$ cat src/rtl/mem_pkg.sv
// rtl/mem_pkg.sv - shared types and constants for the memory port sequencer
package mem_pkg;

    typedef enum logic [1:0] {
        IDLE    = 2'd0,
        ACCESS  = 2'd1,
        CAPTURE = 2'd2
    } mem_state_e;

    // Upper address byte selects the region: zero is block RAM, anything else cellular RAM
    localparam int CELL_SEL_HI    = 23;
    localparam int CELL_SEL_LO    = 16;

    localparam int DEF_BLOCK_WAIT = 2;
    localparam int DEF_CELL_WAIT  = 8;

endpackage

$ cat src/rtl/mem_wait_timer.sv
// rtl/mem_wait_timer.sv - loadable down-counter with zero flag, saturates at zero
module mem_wait_timer #(
    parameter int CNT_W = 3
) (
    input  logic             clock,
    input  logic             reset_n,
    input  logic             load_i,
    input  logic [CNT_W-1:0] value_i,
    input  logic             dec_i,
    output logic             zero_o
);

    logic [CNT_W-1:0] count_q, count_d;

    always_comb begin
        count_d = count_q;
        if (load_i) begin
            count_d = value_i;
        end else if (dec_i && (count_q != '0)) begin
            count_d = count_q - CNT_W'(1);
        end
    end

    always_ff @(posedge clock or negedge reset_n) begin
        if (!reset_n) begin
            count_q <= '0;
        end else begin
            count_q <= count_d;
        end
    end

    assign zero_o = (count_q == '0);

endmodule

$ cat src/rtl/mem_port_ctrl.sv
// rtl/mem_port_ctrl.sv - single-beat CPU to memory_manager port sequencer; MEM_CELL_EN enables cellular accesses
module mem_port_ctrl
    import mem_pkg::*;
#(
    parameter int ADDR_W     = 24,
    parameter int DATA_W     = 16,
    parameter int BLOCK_WAIT = DEF_BLOCK_WAIT,
    parameter int CELL_WAIT  = DEF_CELL_WAIT
) (
    input  logic              clock,
    input  logic              reset_n,
    input  logic              cpu_valid,
    output logic              cpu_ready,
    input  logic [ADDR_W-1:0] cpu_addr,
    input  logic              cpu_we,
    input  logic [DATA_W-1:0] cpu_wdata,
    output logic              cpu_done,
    output logic [DATA_W-1:0] cpu_rdata,
    output logic              cpu_err,
    output logic              mem_req,
    output logic              mem_read_write,
    output logic [ADDR_W-1:0] mem_addr,
    output logic [DATA_W-1:0] mem_wdata,
    input  logic [DATA_W-1:0] mem_rdata
);

    localparam int CNT_W = (CELL_WAIT > 1) ? $clog2(CELL_WAIT) : 1;
    localparam logic [CNT_W-1:0] BLOCK_LOAD = CNT_W'(BLOCK_WAIT - 1);
`ifdef MEM_CELL_EN
    localparam logic [CNT_W-1:0] CELL_LOAD  = CNT_W'(CELL_WAIT - 1);
`endif

    mem_state_e        state_q, state_d;
    logic              cpu_ready_q, cpu_ready_d;
    logic              cpu_done_q, cpu_done_d;
    logic              cpu_err_q, cpu_err_d;
    logic [DATA_W-1:0] cpu_rdata_q, cpu_rdata_d;
    logic              mem_req_q, mem_req_d;
    logic              mem_rw_q, mem_rw_d;
    logic [ADDR_W-1:0] mem_addr_q, mem_addr_d;
    logic [DATA_W-1:0] mem_wdata_q, mem_wdata_d;
    logic              we_q, we_d;

    logic              is_cell;
    logic              reject;
    logic [CNT_W-1:0]  wait_val;
    logic              tmr_load, tmr_dec, tmr_zero;

    assign is_cell = (cpu_addr[CELL_SEL_HI:CELL_SEL_LO] != '0);

    always_comb begin
`ifdef MEM_CELL_EN
        reject   = 1'b0;
        wait_val = is_cell ? CELL_LOAD : BLOCK_LOAD;
`else
        reject   = is_cell;
        wait_val = BLOCK_LOAD;
`endif
    end

    mem_wait_timer #(
        .CNT_W (CNT_W)
    ) u_timer (
        .clock   (clock),
        .reset_n (reset_n),
        .load_i  (tmr_load),
        .value_i (wait_val),
        .dec_i   (tmr_dec),
        .zero_o  (tmr_zero)
    );

    // Every output is the registered image of its _d value, so done/err are raised on the edge entering CAPTURE
    always_comb begin
        state_d     = state_q;
        cpu_ready_d = cpu_ready_q;
        cpu_done_d  = 1'b0;
        cpu_err_d   = 1'b0;
        cpu_rdata_d = cpu_rdata_q;
        mem_req_d   = mem_req_q;
        mem_rw_d    = 1'b0;
        mem_addr_d  = mem_addr_q;
        mem_wdata_d = mem_wdata_q;
        we_d        = we_q;
        tmr_load    = 1'b0;
        tmr_dec     = 1'b0;

        case (state_q)
            IDLE: begin
                if (cpu_valid && cpu_ready_q) begin
                    cpu_ready_d = 1'b0;
                    mem_addr_d  = cpu_addr;
                    mem_wdata_d = cpu_wdata;
                    we_d        = cpu_we;
                    if (reject) begin
                        state_d     = CAPTURE;
                        cpu_done_d  = 1'b1;
                        cpu_err_d   = 1'b1;
                        cpu_rdata_d = '0;
                    end else begin
                        state_d   = ACCESS;
                        mem_req_d = 1'b1;
                        mem_rw_d  = cpu_we;
                        tmr_load  = 1'b1;
                    end
                end
            end
            ACCESS: begin
                tmr_dec = 1'b1;
                if (tmr_zero) begin
                    state_d    = CAPTURE;
                    mem_req_d  = 1'b0;
                    cpu_done_d = 1'b1;
                    if (!we_q) begin
                        cpu_rdata_d = mem_rdata;
                    end
                end
            end
            CAPTURE: begin
                state_d     = IDLE;
                cpu_ready_d = 1'b1;
            end
            default: begin
                state_d     = IDLE;
                cpu_ready_d = 1'b1;
                mem_req_d   = 1'b0;
            end
        endcase
    end

    always_ff @(posedge clock or negedge reset_n) begin
        if (!reset_n) begin
            state_q     <= IDLE;
            cpu_ready_q <= 1'b1;
            cpu_done_q  <= 1'b0;
            cpu_err_q   <= 1'b0;
            cpu_rdata_q <= '0;
            mem_req_q   <= 1'b0;
            mem_rw_q    <= 1'b0;
            mem_addr_q  <= '0;
            mem_wdata_q <= '0;
            we_q        <= 1'b0;
        end else begin
            state_q     <= state_d;
            cpu_ready_q <= cpu_ready_d;
            cpu_done_q  <= cpu_done_d;
            cpu_err_q   <= cpu_err_d;
            cpu_rdata_q <= cpu_rdata_d;
            mem_req_q   <= mem_req_d;
            mem_rw_q    <= mem_rw_d;
            mem_addr_q  <= mem_addr_d;
            mem_wdata_q <= mem_wdata_d;
            we_q        <= we_d;
        end
    end

    assign cpu_ready      = cpu_ready_q;
    assign cpu_done       = cpu_done_q;
    assign cpu_err        = cpu_err_q;
    assign cpu_rdata      = cpu_rdata_q;
    assign mem_req        = mem_req_q;
    assign mem_read_write = mem_rw_q;
    assign mem_addr       = mem_addr_q;
    assign mem_wdata      = mem_wdata_q;

endmodule
$ cat config.mk
export PLATFORM = sky130hd
export DESIGN_NAME = mem_port_ctrl
export DESIGN_NICKNAME = d
export VERILOG_FILES = /design/src/rtl/mem_pkg.sv /design/src/rtl/mem_wait_timer.sv /design/src/rtl/mem_port_ctrl.sv
export SDC_FILE = /design/constraint.sdc
export NUM_CORES = 1
export LEC_CHECK = 0
export CAP_MARGIN = 20
export CORE_AREA = 3 3 114 61
export CTS_CLUSTER_SIZE = 10
export DETAILED_ROUTE_END_ITERATION = 6
export DIE_AREA = 0 0 117 64
export GPL_ROUTABILITY_DRIVEN = 0
export HOLD_SLACK_MARGIN = 0.03
export MAX_ROUTING_LAYER = met4
export PLACE_DENSITY = 0.83
export SYNTH_ARGS = -nofsm -noshare
export SYNTH_HDL_FRONTEND = slang
export SYNTH_SLANG_ARGS = --single-unit
$ cat constraint.sdc
create_clock -name clock -period 4.2 [get_ports clock]
set_clock_uncertainty 0.1 [all_clocks]
set_input_delay 0.63 -clock clock [delete_from_list [all_inputs] [get_ports clock]]
set_output_delay 0.63 -clock clock [all_outputs]
set_load 0.02 [all_outputs]
Word level (Yosys, flattened, before mapping)
Index checks and enable logic that the tools add are counted.
- bits of input ports: 60
- word-level logic and storage cells: 63
- output and inout port bits: 61
- ROM bits: 0
- bits in registers: 67
- latch bits: 0
- memory bits (writable): 0
- memories kept: 0
- reductions and logical operators: 13
- multiplexer cells: 29
- $lt $le $gt $ge: 0
- multipliers: 0
- add/sub/neg operators: 1
- bitwise logic cells: 2
- shifts and indexed selects: 0
- div/mod/pow operators: 0
- eq/ne operators: 7
- operator list (operator ; count):
    $mux 16 ; 4
    $pmux 16 s2 ; 1
    $mux 1 ; 15
    $ne 2x2->1 const B ; 5
    $reduce_bool 8->1 ; 1
    $mux 2 ; 3
    $mux 3 ; 2
    $reduce_and 2->1 ; 3
    $reduce_and 5->1 ; 1
    $pmux 1 s2 ; 2
    $pmux 2 s2 ; 1
    $reduce_and 4->1 ; 1
    $reduce_bool 2->1 ; 2
    $logic_not 3->1 ; 1
    $pmux 1 s3 ; 1
    $reduce_bool 3->1 ; 1
    $sub 3x1->3 const B ; 1
    $eq 2x1->1 const B ; 1
    $eq 2x2->1 const B ; 1
    $logic_and 1x1->1 ; 2
    $logic_not 2->1 ; 1
    $not 1->1 ; 2

Longest topological paths before layout
Gate-level depths: netlist of run 1.
- depth after elaboration: 5
- mapped depth: 7
- depth with buffers taken out: 5

Modules after synthesis
From an unflattened synthesis of run 1, not the netlist that was laid out.
- cell total of the unflattened synthesis: 190
- area total of the unflattened synthesis: 2672.6 µm²
- by module, submodules not included (module ; instances ; area each (µm²) ; cells an instance ; sequential area each (µm²)):
    mem_port_ctrl ; 1 ; 2464.9 ; 171 ; 1602.8
    mem_wait_timer ; 1 ; 207.7 ; 19 ; 75.1

Worst setup path after synthesis of run 1
No wires, ideal clock.
- path type: input -> register
- from: in cpu_valid
- to: reg mem_wdata_q[10] (netlist: mem_wdata[10])
- setup time: 0.125 ns
- stages on the path: 4
- buffers on the path: 2
- arrival time: 1.488 ns
- slack: 2.487 ns
- required time: 3.975 ns
- cell sequence: and4bb_1 > buf_4 > buf_2 > mux2_2
- cells in the longest elaborated chain, start to end: 2
- ends and longest elaborated chain (item ; line ; source):
    start: declaration ; mem_port_ctrl.sv:12 ; input logic cpu_valid,
    $logic_and 1x1->1 ; mem_port_ctrl.sv:89 ; if (cpu_valid && cpu_ready_q) begin
    $reduce_and 2->1 (no source line) ; -- ;
    end signal: assignment ; mem_port_ctrl.sv:151 ; mem_wdata_q <= mem_wdata_d;
    end: declaration ; mem_port_ctrl.sv:41 ; logic [DATA_W-1:0] mem_wdata_q, mem_wdata_d;
Every way passes these cells.
A chain may end at the register's enable or synchronous reset.

Worst setup path in the final report of run 1
- from: in cpu_valid
- to: reg mem_wdata_q[14] (netlist: mem_wdata[14])
The elaborated chain is that of the path after synthesis.

==> metrics.md, run 1 <==
| Metric | Value |
|---|---|
| Root Buffer | `clkbuf_16` |
| Filler instances | `420` |
| Final Hold Viols | `0` |
| Diodes inserted | `0` |
| Area of the multi-input gates | `between 900 and 1000 sq um` |
| Synth top area cells | `dfrtp_1, mux2_2, o2bb2ai_1` |
| Final Slew Violations | `0` |
| Cell taking the most area after synthesis | `dfrtp_1` |
| Post-synth top flop | `dfrtp_1` |
| Setup Fix Bufs, Post-CTS | `0` |
| DRT Pass-1 Iters | `4` |
| Post-synthesis sequential area ratio | `63.2%` |
| Setup ws final | `between 1.5 and 2 ns` |
| Post-route cell area | `around 4200 sq um` |
| Outcome | `completed` |
| Floorplan row count | `20` |
| Post-Syn Instances | `182` |
| Syn Nets | `244` |
| PwrDens | `692 nW/um^2` |
| First-pass GRT wire length | `11400 microns` |
| Clock Tree Buf Depth | `2` |
| Post-DP HPWL | `between 4000 and 5000 microns` |
| Initial antenna violation count | `0` |
| Cell variety after synth | `26` |
| Grt total ovfl | `0` |
| Most frequent cell after synthesis | `dfrtp_1` |
| Ys async rst share | `100%` |
| Worst-margin pin slew | `0.672 ns` |
| Worst slack at placement | `about 1.6 ns` |
| Tmin final | `2.32 ns` |
| Peak Freq | `431 MHz` |
| Cells resized by post-CTS repair | `0` |
| Core area | `approximately 6000 sq um` |
| Port-buffer cells | `between 100 and 150` |
| Worst EP required | `4.30 ns` |
| Setup TNS | `0 ns` |
| Vias per cell | `between 5 and 6` |
| CP max FO | `30` |
| Iteration-0 DRC Markers | `126` |
| CTS buffer count | `9` |
| Total wire length | `about 7000 microns` |
| Initial Util | `~44%` |
| Startpoint types | `input pin` |
| Max transition margin | `55.1%` |
| Gr usage total | `a little over 20%` |
| Largest net degree at the start of global routing | `42` |
| Die Wd | `117 microns` |
| Synth cell count leaders | `dfrtp_1, mux2_2, o21ai_0, o2bb2ai_1, buf_4` |
| CTS tree | `done` |
| Clk_lat worst skew | `0.32 ns` |
| Unrepaired setup endpoints after global routing | `false` |
| Residual DRC | `0` |
| Share of post-route cells with drive strength above 1 | `21.5%` |
| Seq. cell area | `roughly 1700 sq um` |
| WHS | `0.211 ns` |
| # H-tree levels | `3` |
| Tcrit/Tclk final | `approximately 55%` |
| Drt wl/cell | `18.1 microns` |
| YS warnings | `0` |
| P&R area growth vs syn | `58.6%` |
| Post-synth EDFFs | `0` |
| Synth top area share | `between 60 and 70%` |
| Clock-pin slew on the worst setup and hold paths | `about 0.060 ns` |
| Avg Cell Area, Syn | `14.6 sq um` |
| Die Area | `7490 sq um` |
| Total Power | `0.00291 W` |
| Final #Nets | `368` |
| Max Cap Viol | `0` |
| Peak VDD IR | `about 0.33 mV` |
| Post-DP Area | `3910 sq um` |
| P_leak | `roughly 1.7 nW` |
| Num ports | `121` |
| Cell Area, Synth | `2650 sq um` |
| WS Path Type | `in2reg` |
| Setup crit end kind | `flip-flop` |
| Die H | `around 64 microns` |
| CP arrival | `2.42 ns` |
| # setup viols final | `0` |
| Vias in the first global route | `2190` |
| Clock Sinks | `67` |
| Synthesis-stage register bit count | `67` |
| Worst hold path class | `in2async` |
| CTS Hold Buffers Added | `0` |
| Detail Route Antenna Nets | `0` |
| Vias | `2032` |
## per-stage QoR
stage	utilization [%]	instances
after CTS	70.1	388
after detailed placement	65.0	372
after global routing	70.1	388
after floorplan	-	182
after global placement	65.0	372
final	70.1	388
## sequential cells by signal, summed over array words and instances (netlist names)
signal / flops
cpu_err: 1
cpu_done: 1
cpu_ready: 1
cpu_rdata: 16
u_timer.count_q: 3
mem_wdata: 16
mem_read_write: 1
mem_req: 1
mem_addr: 24
we_q: 1
state_q: 2
## cell type report
cell class                 count  share of cell area, %
tap                           77                   2.29
clock buffer                  10                   5.68
clock inverter                 6                   1.55
timing repair buffer         123                   29.0
multi-input combinational    102                   21.4
inverter                       3                  0.268
sequential                    67                   39.9
## worst max-delay path, stage by stage
cell and delay (ns):
clkdlybuf4s50_1 0.45, and4bb_2 0.51, buf_4 0.44, mux2_2 0.39
## kinds of logic after synthesis
logic type | after synthesis | share of synthesized area [%]
fa+ha+maj | 2 | 0.943
simple gates | 18 | 5.00
flops | 67 | 63.2
compound gates | 41 | 10.6
buf+inv | 13 | 2.83
mux | 41 | 17.4
## metal layers
| metal | part of all wire (%) | global-route usage [%] | up-vias |
|---|---|---|---|
| met5 | 0 | - | - |
| met4 | 2.3 | 7.87 | 0 |
| met3 | 4.4 | 5.58 | 12 |
| met2 | 55 | 34.1 | 73 |
| met1 | 38 | 24.3 | 1038 |
| li1 | - | - | 909 |
## where the power goes
group | leakage, nW | switching (W) | internal [W]
sequential | 0.826 | 0.000144 | 0.000878
clock | 0.137 | 0.000268 | 0.000474
combinational | 0.766 | 0.000534 | 0.000614
total | 1.73 | 0.000947 | 0.00197
## cell usage in the layout, fill, tap and decap left out, drive strengths merged
cell type,Yosys,routed
clkinv,0,1
clkdlybuf4s50,0,119
clkinvlp,0,4
or4,1,1
buf,8,4
bufinv,0,1
dfrtp,66,66
mux2,41,41
dfstp,1,1
inv,3,3
and3,1,1
ha,2,2
and4,1,1
nand2b,3,3
a21oi,2,2
nor4,2,2
or3,2,2
o21ai,21,21
a21boi,1,1
o2bb2ai,16,16
nor2b,1,1
nand3,2,2
and4bb,1,1
a21o,1,1
nand4bb,1,1
nor2,3,3
clkbuf,2,10
## final timing paths
path,cells after the start,slack [ns],endpoint,startpoint
setup reg to reg,3,2.09,mem_wdata[14],cpu_ready
hold reg to reg,1,0.40,mem_req,mem_req
setup / recovery,4,1.88,mem_wdata[14],cpu_valid
min in group clock,1,0.40,mem_req,mem_req
max in group asynchronous,2,2.83,cpu_ready,reset_n
hold / removal,1,0.21,mem_addr[8],reset_n
Note: power is estimated with default switching activity, not from simulation.
==> run 2, diff against run 1 <==
--- a/config.mk
+++ b/config.mk
@@ -6,14 +6,14 @@
 export NUM_CORES = 1
 export LEC_CHECK = 0
 export CAP_MARGIN = 20
-export CORE_AREA = 3 3 114 61
+export CORE_AREA = 3 3 118 63
 export CTS_CLUSTER_SIZE = 10
 export DETAILED_ROUTE_END_ITERATION = 6
-export DIE_AREA = 0 0 117 64
+export DIE_AREA = 0 0 121 66
 export GPL_ROUTABILITY_DRIVEN = 0
 export HOLD_SLACK_MARGIN = 0.03
 export MAX_ROUTING_LAYER = met4
-export PLACE_DENSITY = 0.83
+export PLACE_DENSITY = 0.79
 export SYNTH_ARGS = -nofsm -noshare
 export SYNTH_HDL_FRONTEND = slang
 export SYNTH_SLANG_ARGS = --single-unit
==> constraint.sdc (replaced) <==
create_clock -name clock -period 2.3 [get_ports clock]
set_clock_uncertainty 0.1 [all_clocks]
set_input_delay 0.345 -clock clock [delete_from_list [all_inputs] [get_ports clock]]
set_output_delay 0.345 -clock clock [all_outputs]
set_load 0.02 [all_outputs]
==> run 2 against run 1 <==
Combinational power increased by 83%. Die area increased by 6.7%. Via count decreased by 1.0%. Flip-flop and latch count unchanged. Hold slack improved by 0.18 ns. Global-route usage decreased by 2.3 points. Largest cell class unchanged.
==> metrics.md, run 2 (same netlist as run 1, synthesis figures left out) <==
| Metric | Value |
|---|---|
| Clk_lat worst skew | `0.32 ns (about the same)` |
| Initial antenna violation count | `0 (unchanged)` |
| Clock Tree Buf Depth | `2 (unchanged)` |
| Crit path launch | `cpu_ready (was cpu_valid)` |
| Gr usage total | `18.3% (was 20.7%)` |
| Floorplan row count | `21 (was 20)` |
| Total wire length | `6860 microns (was 7040 microns)` |
| CP Cell Sequence | `clkdlybuf4s50_1 (was clkdlybuf4s50_1 -> and4bb_2 -> buf_4 -> mux2_2)` |
| Clock-pin slew on the worst setup and hold paths | `0.05 ns (was 0.06 ns)` |
| Max incr delay on CP | `0.60 ns (was 0.51 ns)` |
| WS Path Type | `reg2out (was in2reg)` |
| Unrepaired setup endpoints after global routing | `false (unchanged)` |
| Reg-to-Reg Start | `cpu_ready (unchanged)` |
| Final Slew Violations | `0 (unchanged)` |
| Root Buffer | `clkbuf_16 (unchanged)` |
| Post-route cell area | `4310 sq um (was 4210 sq um)` |
| Setup TNS | `0 ns (unchanged)` |
| Die H | `66 microns (was 64 microns)` |
| CP Depth | `1 (was 4)` |
| Largest net degree at the start of global routing | `68 (was 42)` |
| Share of post-route cells with drive strength above 1 | `21.9% (was 21.5%)` |
| Drt wl/cell | `16.9 microns (was 18.1 microns)` |
| CTS tree | `done (unchanged)` |
| Max transition margin | `60.8% (was 55.1%)` |
| Max FFs per register | `24 (unchanged)` |
| Core area | `6540 sq um (was 6010 sq um)` |
| Clock Sinks | `67 (unchanged)` |
| CP arrival | `1.46 ns (was 2.42 ns)` |
| Post-DP HPWL | `5000 microns (was 4910 microns)` |
| Vias in the first global route | `2154 (was 2190)` |
| Worst hold path class | `reg2reg (was in2async)` |
| Setup crit end kind | `primary output (was flip-flop)` |
| CP max FO | `3 (was 30)` |
| Grt met2 use | `33.2% (was 34.1%)` |
| Outcome | `completed (unchanged)` |
| Residual DRC | `0 (unchanged)` |
| Die Area | `7990 sq um (was 7490 sq um)` |
| Setup Fix Bufs, Post-CTS | `0 (unchanged)` |
| Worst EP required | `1.86 ns (was 4.30 ns)` |
| # setup viols final | `0 (unchanged)` |
| Cells resized by post-CTS repair | `0 (unchanged)` |
| GRT met1 Usage | `20.0% (was 24.3%)` |
| Filler instances | `480 (was 420)` |
| Vias per cell | `4.94 (was 5.24)` |
| Initial Util | `40.6% (was 44.2%)` |
| Min-delay src | `mem_req` |
| Setup ws final | `0.395 ns (was 1.88 ns)` |
| Grt total ovfl | `0 (unchanged)` |
| P_leak | `1.78 nW (was 1.73 nW)` |
| Diodes inserted | `0 (unchanged)` |
| DRT Pass-1 Iters | `4 (unchanged)` |
| Tmin final | `1.91 ns` |
| GRT Max-Usage Layer | `met2 (unchanged)` |
| Top Family by Delay on Critical Path | `buffers and inverters (unchanged)` |
| Startpoint types | `flip-flop (was input pin)` |
| Buf/Inv on CP | `1 (was 2)` |
| P&R area growth vs syn | `62.4% (was 58.6%)` |
| Slowest cell on the critical path | `clkdlybuf4s50_1 (was and4bb_2)` |
| Final Hold Viols | `0 (unchanged)` |
| Port-buffer cells | `120 (unchanged)` |
| # H-tree levels | `3 (unchanged)` |
| Die Wd | `121 microns (was 117 microns)` |
| Vias | `2011 (was 2032)` |
| CTS buffer count | `9 (unchanged)` |
| Peak VDD IR | `0.443 mV (was 0.333 mV)` |
| Peak Freq | `525 MHz` |
| Worst-margin pin slew | `0.583 ns (was 0.672 ns)` |
| Most frequent cells in the layout | `clkdlybuf4s50_1, dfrtp_1, mux2_2 (unchanged)` |
| Hold-critical path depth | `1` |
| First-pass GRT wire length | `10900 microns (was 11400 microns)` |
| Final #Nets | `372 (was 368)` |
| Tcrit/Tclk final | `between 80% and 90%` |
| Num ports | `121 (unchanged)` |
| PwrDens | `1260 nW/um^2 (was 692 nW/um^2)` |
| Worst slack at placement | `0.264 ns (was 1.56 ns)` |
| Post-DP Area | `3970 sq um (was 3910 sq um)` |
| Iteration-0 DRC Markers | `124 (was 126)` |
| Detail Route Antenna Nets | `0 (unchanged)` |
| Met3 Use GR | `4.87% (was 5.58%)` |
| CTS Hold Buffers Added | `1 (was 0)` |
| R2R cell count | `3 (unchanged)` |
| Most common cell after layout, fill and taps aside | `clkdlybuf4s50_1 (unchanged)` |
| Max Cap Viol | `0 (unchanged)` |
## run 2: worst paths after layout
kind                                  to  slack (ns)
setup / recovery               cpu_ready        0.39
hold / removal                   mem_req        0.39
setup reg to reg           cpu_rdata[15]        0.61
hold reg to reg                  mem_req        0.39
max in group asynchronous      cpu_ready        1.32
min in group asynchronous    mem_addr[5]        0.45
## run 2: per-stage QoR
stage	total power [W]	hold WS, ns	utilization, %	cells
finish	0.00544	0.390	65.9	407
global route	0.00570	0.423	65.9	407
CTS	0.00549	0.393	65.9	407
detailed placement	0.00400	0.286	60.7	390
global placement	0.00393	0.286	60.7	390
floorplan	0.00293	-0.0506	-	182
## run 2: final cells by class
type	instances	area (sq um)	share of cell area, %
sequential	67	1680	38.9
timing repair buffer	127	1280	29.6
multi-input combinational	102	901	20.9
clock buffer	12	256	5.95
tap	92	115	2.67
clock inverter	4	72.6	1.68
inverter	3	11.3	0.261
## run 2: layer usage
metal	part of all wire [%]	up-vias	routed length, microns
met2	55	60	3800
met1	38	1024	2630
met5	0	-	0
met3	4.8	9	328
met4	1.5	0	101
li1	-	918	-
## run 2: where the power goes
part           total, W  switching, W  internal [W]
Combinational   0.00211      0.000968       0.00115
Sequential      0.00186      0.000251       0.00160
Clock           0.00147      0.000462       0.00101
Total           0.00544       0.00168       0.00376
==> run 3, diff against run 2 <==
--- a/config.mk
+++ b/config.mk
@@ -6,14 +6,14 @@
 export NUM_CORES = 1
 export LEC_CHECK = 0
 export CAP_MARGIN = 20
-export CORE_AREA = 3 3 118 63
+export CORE_AREA = 3 3 124 66
 export CTS_CLUSTER_SIZE = 10
 export DETAILED_ROUTE_END_ITERATION = 6
-export DIE_AREA = 0 0 121 66
+export DIE_AREA = 0 0 127 69
 export GPL_ROUTABILITY_DRIVEN = 0
 export HOLD_SLACK_MARGIN = 0.03
 export MAX_ROUTING_LAYER = met4
-export PLACE_DENSITY = 0.79
+export PLACE_DENSITY = 0.75
 export SYNTH_ARGS = -nofsm -noshare
 export SYNTH_HDL_FRONTEND = slang
 export SYNTH_SLANG_ARGS = --single-unit
==> constraint.sdc (replaced) <==
create_clock -name clock -period 1.64 [get_ports clock]
set_clock_uncertainty 0.1 [all_clocks]
set_input_delay 0.246 -clock clock [delete_from_list [all_inputs] [get_ports clock]]
set_output_delay 0.246 -clock clock [all_outputs]
set_load 0.02 [all_outputs]
==> run 3 against run 2 <==
Flip-flop and latch count did not move. Sequential share of layout area fell by 1.5 points. Power rose by 39%. The run now ends with negative setup slack left. Core utilization fell by 3.7 points. Cell count rose by 3.2%. Wire length rose by 6.2%. Critical path depth did not move. Hold slack got worse by 0.018 ns.
==> metrics.md, run 3 (same netlist as run 1, synthesis figures left out) <==
| Metric | Value |
|---|---|
| Setup crit end kind | `primary output (unchanged)` |
| Final #Nets | `381 (was 372)` |
| Floorplan row count | `22 (was 21)` |
| # H-tree levels | `3 (unchanged)` |
| Num ports | `121 (unchanged)` |
| Clock Sinks | `67 (unchanged)` |
| Met3 Use GR | `4.64% (was 4.87%)` |
| Die Wd | `127 microns (was 121 microns)` |
| Violated checks | `negative setup slack` |
| CP arrival | `1.31 ns (was 1.46 ns)` |
| Core area | `7210 sq um (was 6540 sq um)` |
| Seq. cell area | `1680 sq um (unchanged)` |
| Min-delay src | `mem_rdata[12] (was mem_req)` |
| Initial Util | `36.8% (was 40.6%)` |
| Worst hold path class | `in2reg (was reg2reg)` |
| Post-DP HPWL | `5170 microns (was 5000 microns)` |
| R2r endpoint | `mem_addr[2] (was cpu_rdata[15])` |
| Setup ws final | `-0.0168 ns (was 0.395 ns)` |
| Max FFs per register | `24 (unchanged)` |
| Peak Freq | `604 MHz` |
| Diodes inserted | `0 (unchanged)` |
| Max incr delay on CP | `0.63 ns (was 0.60 ns)` |
| Tmin final | `1.66 ns` |
| Clock-pin slew on the worst setup and hold paths | `0.05 ns (about the same)` |
| Area of the multi-input gates | `930 sq um (was 901 sq um)` |
| Final Slew Violations | `0 (unchanged)` |
| Outcome | `finished, violations left (was completed)` |
| Worst Hold End | `cpu_rdata[12] (was mem_req)` |
| # setup viols final | `2 (was 0)` |
| Worst EP required | `1.29 ns (was 1.86 ns)` |
| Buf/Inv on CP | `1 (unchanged)` |
| Unrepaired setup endpoints after global routing | `true (was false)` |
| CP max FO | `1 (was 3)` |
| Grt met2 use | `31.2% (was 33.2%)` |
| First-pass GRT wire length | `11700 microns (was 10900 microns)` |
| Reg-to-Reg Start | `cpu_ready (unchanged)` |
| Die H | `69 microns (was 66 microns)` |
| Post-DP Area | `4050 sq um (was 3970 sq um)` |
| Drt wl/cell | `17.4 microns (was 16.9 microns)` |
| Root Buffer | `clkbuf_16 (unchanged)` |
| R2R cell count | `3 (unchanged)` |
| Clk_lat worst skew | `0.32 ns (about the same)` |
| Max Cap Viol | `0 (unchanged)` |
| Grt total ovfl | `0 (unchanged)` |
| Die Area | `8760 sq um (was 7990 sq um)` |
| DRT Pass-1 Iters | `4 (unchanged)` |
| R2r setup slk | `0 ns (was 0.61 ns)` |
| Iteration-0 DRC Markers | `61 (was 124)` |
| GRT met1 Usage | `18.7% (was 20.0%)` |
| Gr usage total | `17.4% (was 18.3%)` |
| Detail Route Antenna Nets | `0 (unchanged)` |
| Tcrit/Tclk final | `101%` |
| CTS tree | `done (unchanged)` |
| Vias | `2036 (was 2011)` |
| Vias per cell | `4.85 (was 4.94)` |
| Peak VDD IR | `0.776 mV (was 0.443 mV)` |
| Most frequent cells in the layout | `dfrtp_1, clkdlybuf4s50_1, mux2_2 (was clkdlybuf4s50_1, dfrtp_1, mux2_2)` |
| Final Hold Viols | `0 (unchanged)` |
| GRT Max-Usage Layer | `met2 (unchanged)` |
| Setup TNS | `-0.0189 ns (was 0 ns)` |
| Most common cell after layout, fill and taps aside | `dfrtp_1 (was clkdlybuf4s50_1)` |
| Worst-margin pin slew | `0.546 ns (was 0.583 ns)` |
| Hold-critical path depth | `2 (was 1)` |
| Max transition margin | `63.6% (was 60.8%)` |
| Share of post-route cells with drive strength above 1 | `25.0% (was 21.9%)` |
| Residual DRC | `0 (unchanged)` |
| WS Path Type | `reg2out (unchanged)` |
| Slowest cell on the critical path | `clkdlybuf4s50_1 (unchanged)` |
| Startpoint types | `flip-flop (unchanged)` |
| Initial antenna violation count | `0 (unchanged)` |
| Post-route cell area | `4490 sq um (was 4310 sq um)` |
| P&R area growth vs syn | `69.1% (was 62.4%)` |
| CTS buffer count | `9 (unchanged)` |
| Port-buffer cells | `120 (unchanged)` |
| PwrDens | `1690 nW/um^2 (was 1260 nW/um^2)` |
| CP Cell Sequence | `clkdlybuf4s50_1 (unchanged)` |
| Largest net degree at the start of global routing | `68 (unchanged)` |
| Filler instances | `593 (was 480)` |
| Total wire length | `7290 microns (was 6860 microns)` |
| Core Util, Final | `62.2% (was 65.9%)` |
| Clock Tree Buf Depth | `2 (unchanged)` |
| P_leak | `2.27 nW (was 1.78 nW)` |
| Vias in the first global route | `2284 (was 2154)` |
| Top Family by Delay on Critical Path | `buffers and inverters (unchanged)` |
-- run 3: changes by cell type in the layout (fill, tap and decap cells not counted), moves of 2 or more --
cell,delta
buf_4,+6
clkdlybuf4s50_1,-56
dlygate4sd2_1,+27
dlymetal6s2s_1,+29
o21ai_0,-2
o21ai_1,+2
-- run 3: metrics by stage --
stage / hold slack, ns / setup slack, ns / power [W] / instances
final: 0.372 / -0.0168 / 0.00757 / 420
after global routing: 0.375 / -0.0494 / 0.00796 / 420
after CTS: 0.365 / -0.0263 / 0.00763 / 419
after detailed placement: 0.212 / -0.188 / 0.00568 / 402
after global placement: 0.188 / -0.138 / 0.00555 / 402
after floorplan: -0.150 / 0.00294 / 0.00411 / 182
-- run 3: timing repair --
item | in CTS | in global routing
setup buffers | 0 | 0
endpoints found under the setup margin | 54 | 75
pin swaps | 0 | 1
hold buffers | 1 | 0
cloned | 0 | 1
resized for setup | 28 | 37
hold endpoints to repair | 66 | 0
-- run 3: worst max path at each step --
stage	end	cells past startpoint	start
after floorplan	mem_addr[0]	4	cpu_ready
after global placement	mem_addr[4]	4	cpu_valid
after detailed placement	mem_addr[4]	4	cpu_valid
after CTS	mem_addr[4]	3	cpu_ready
after global routing	cpu_err	1	cpu_err
final	cpu_err	1	cpu_err
-- run 3: final cells by class --
class	instances	area share (%)
Multi-Input combinational cell	102	20.7
Clock buffer	12	5.72
Clock inverter	4	1.62
Timing Repair Buffer	136	31.6
Tap cell	96	2.68
Sequential cell	67	37.4
Inverter	3	0.251
-- run 3: report_power, final --
part | leakage (nW) | total [W] | internal [W] | switching (W)
Clock | 0.159 | 0.00208 | 0.00141 | 0.000672
Combinational | 1.29 | 0.00290 | 0.00151 | 0.00140
Sequential | 0.826 | 0.00259 | 0.00225 | 0.000338
-- run 3: layer usage --
layer,wire (microns),part of all wire (%),vias up
met5,0,0,-
met4,153,2.1,0
met3,293,4.0,19
met2,4080,56,58
met1,2760,38,1021
li1,-,-,938
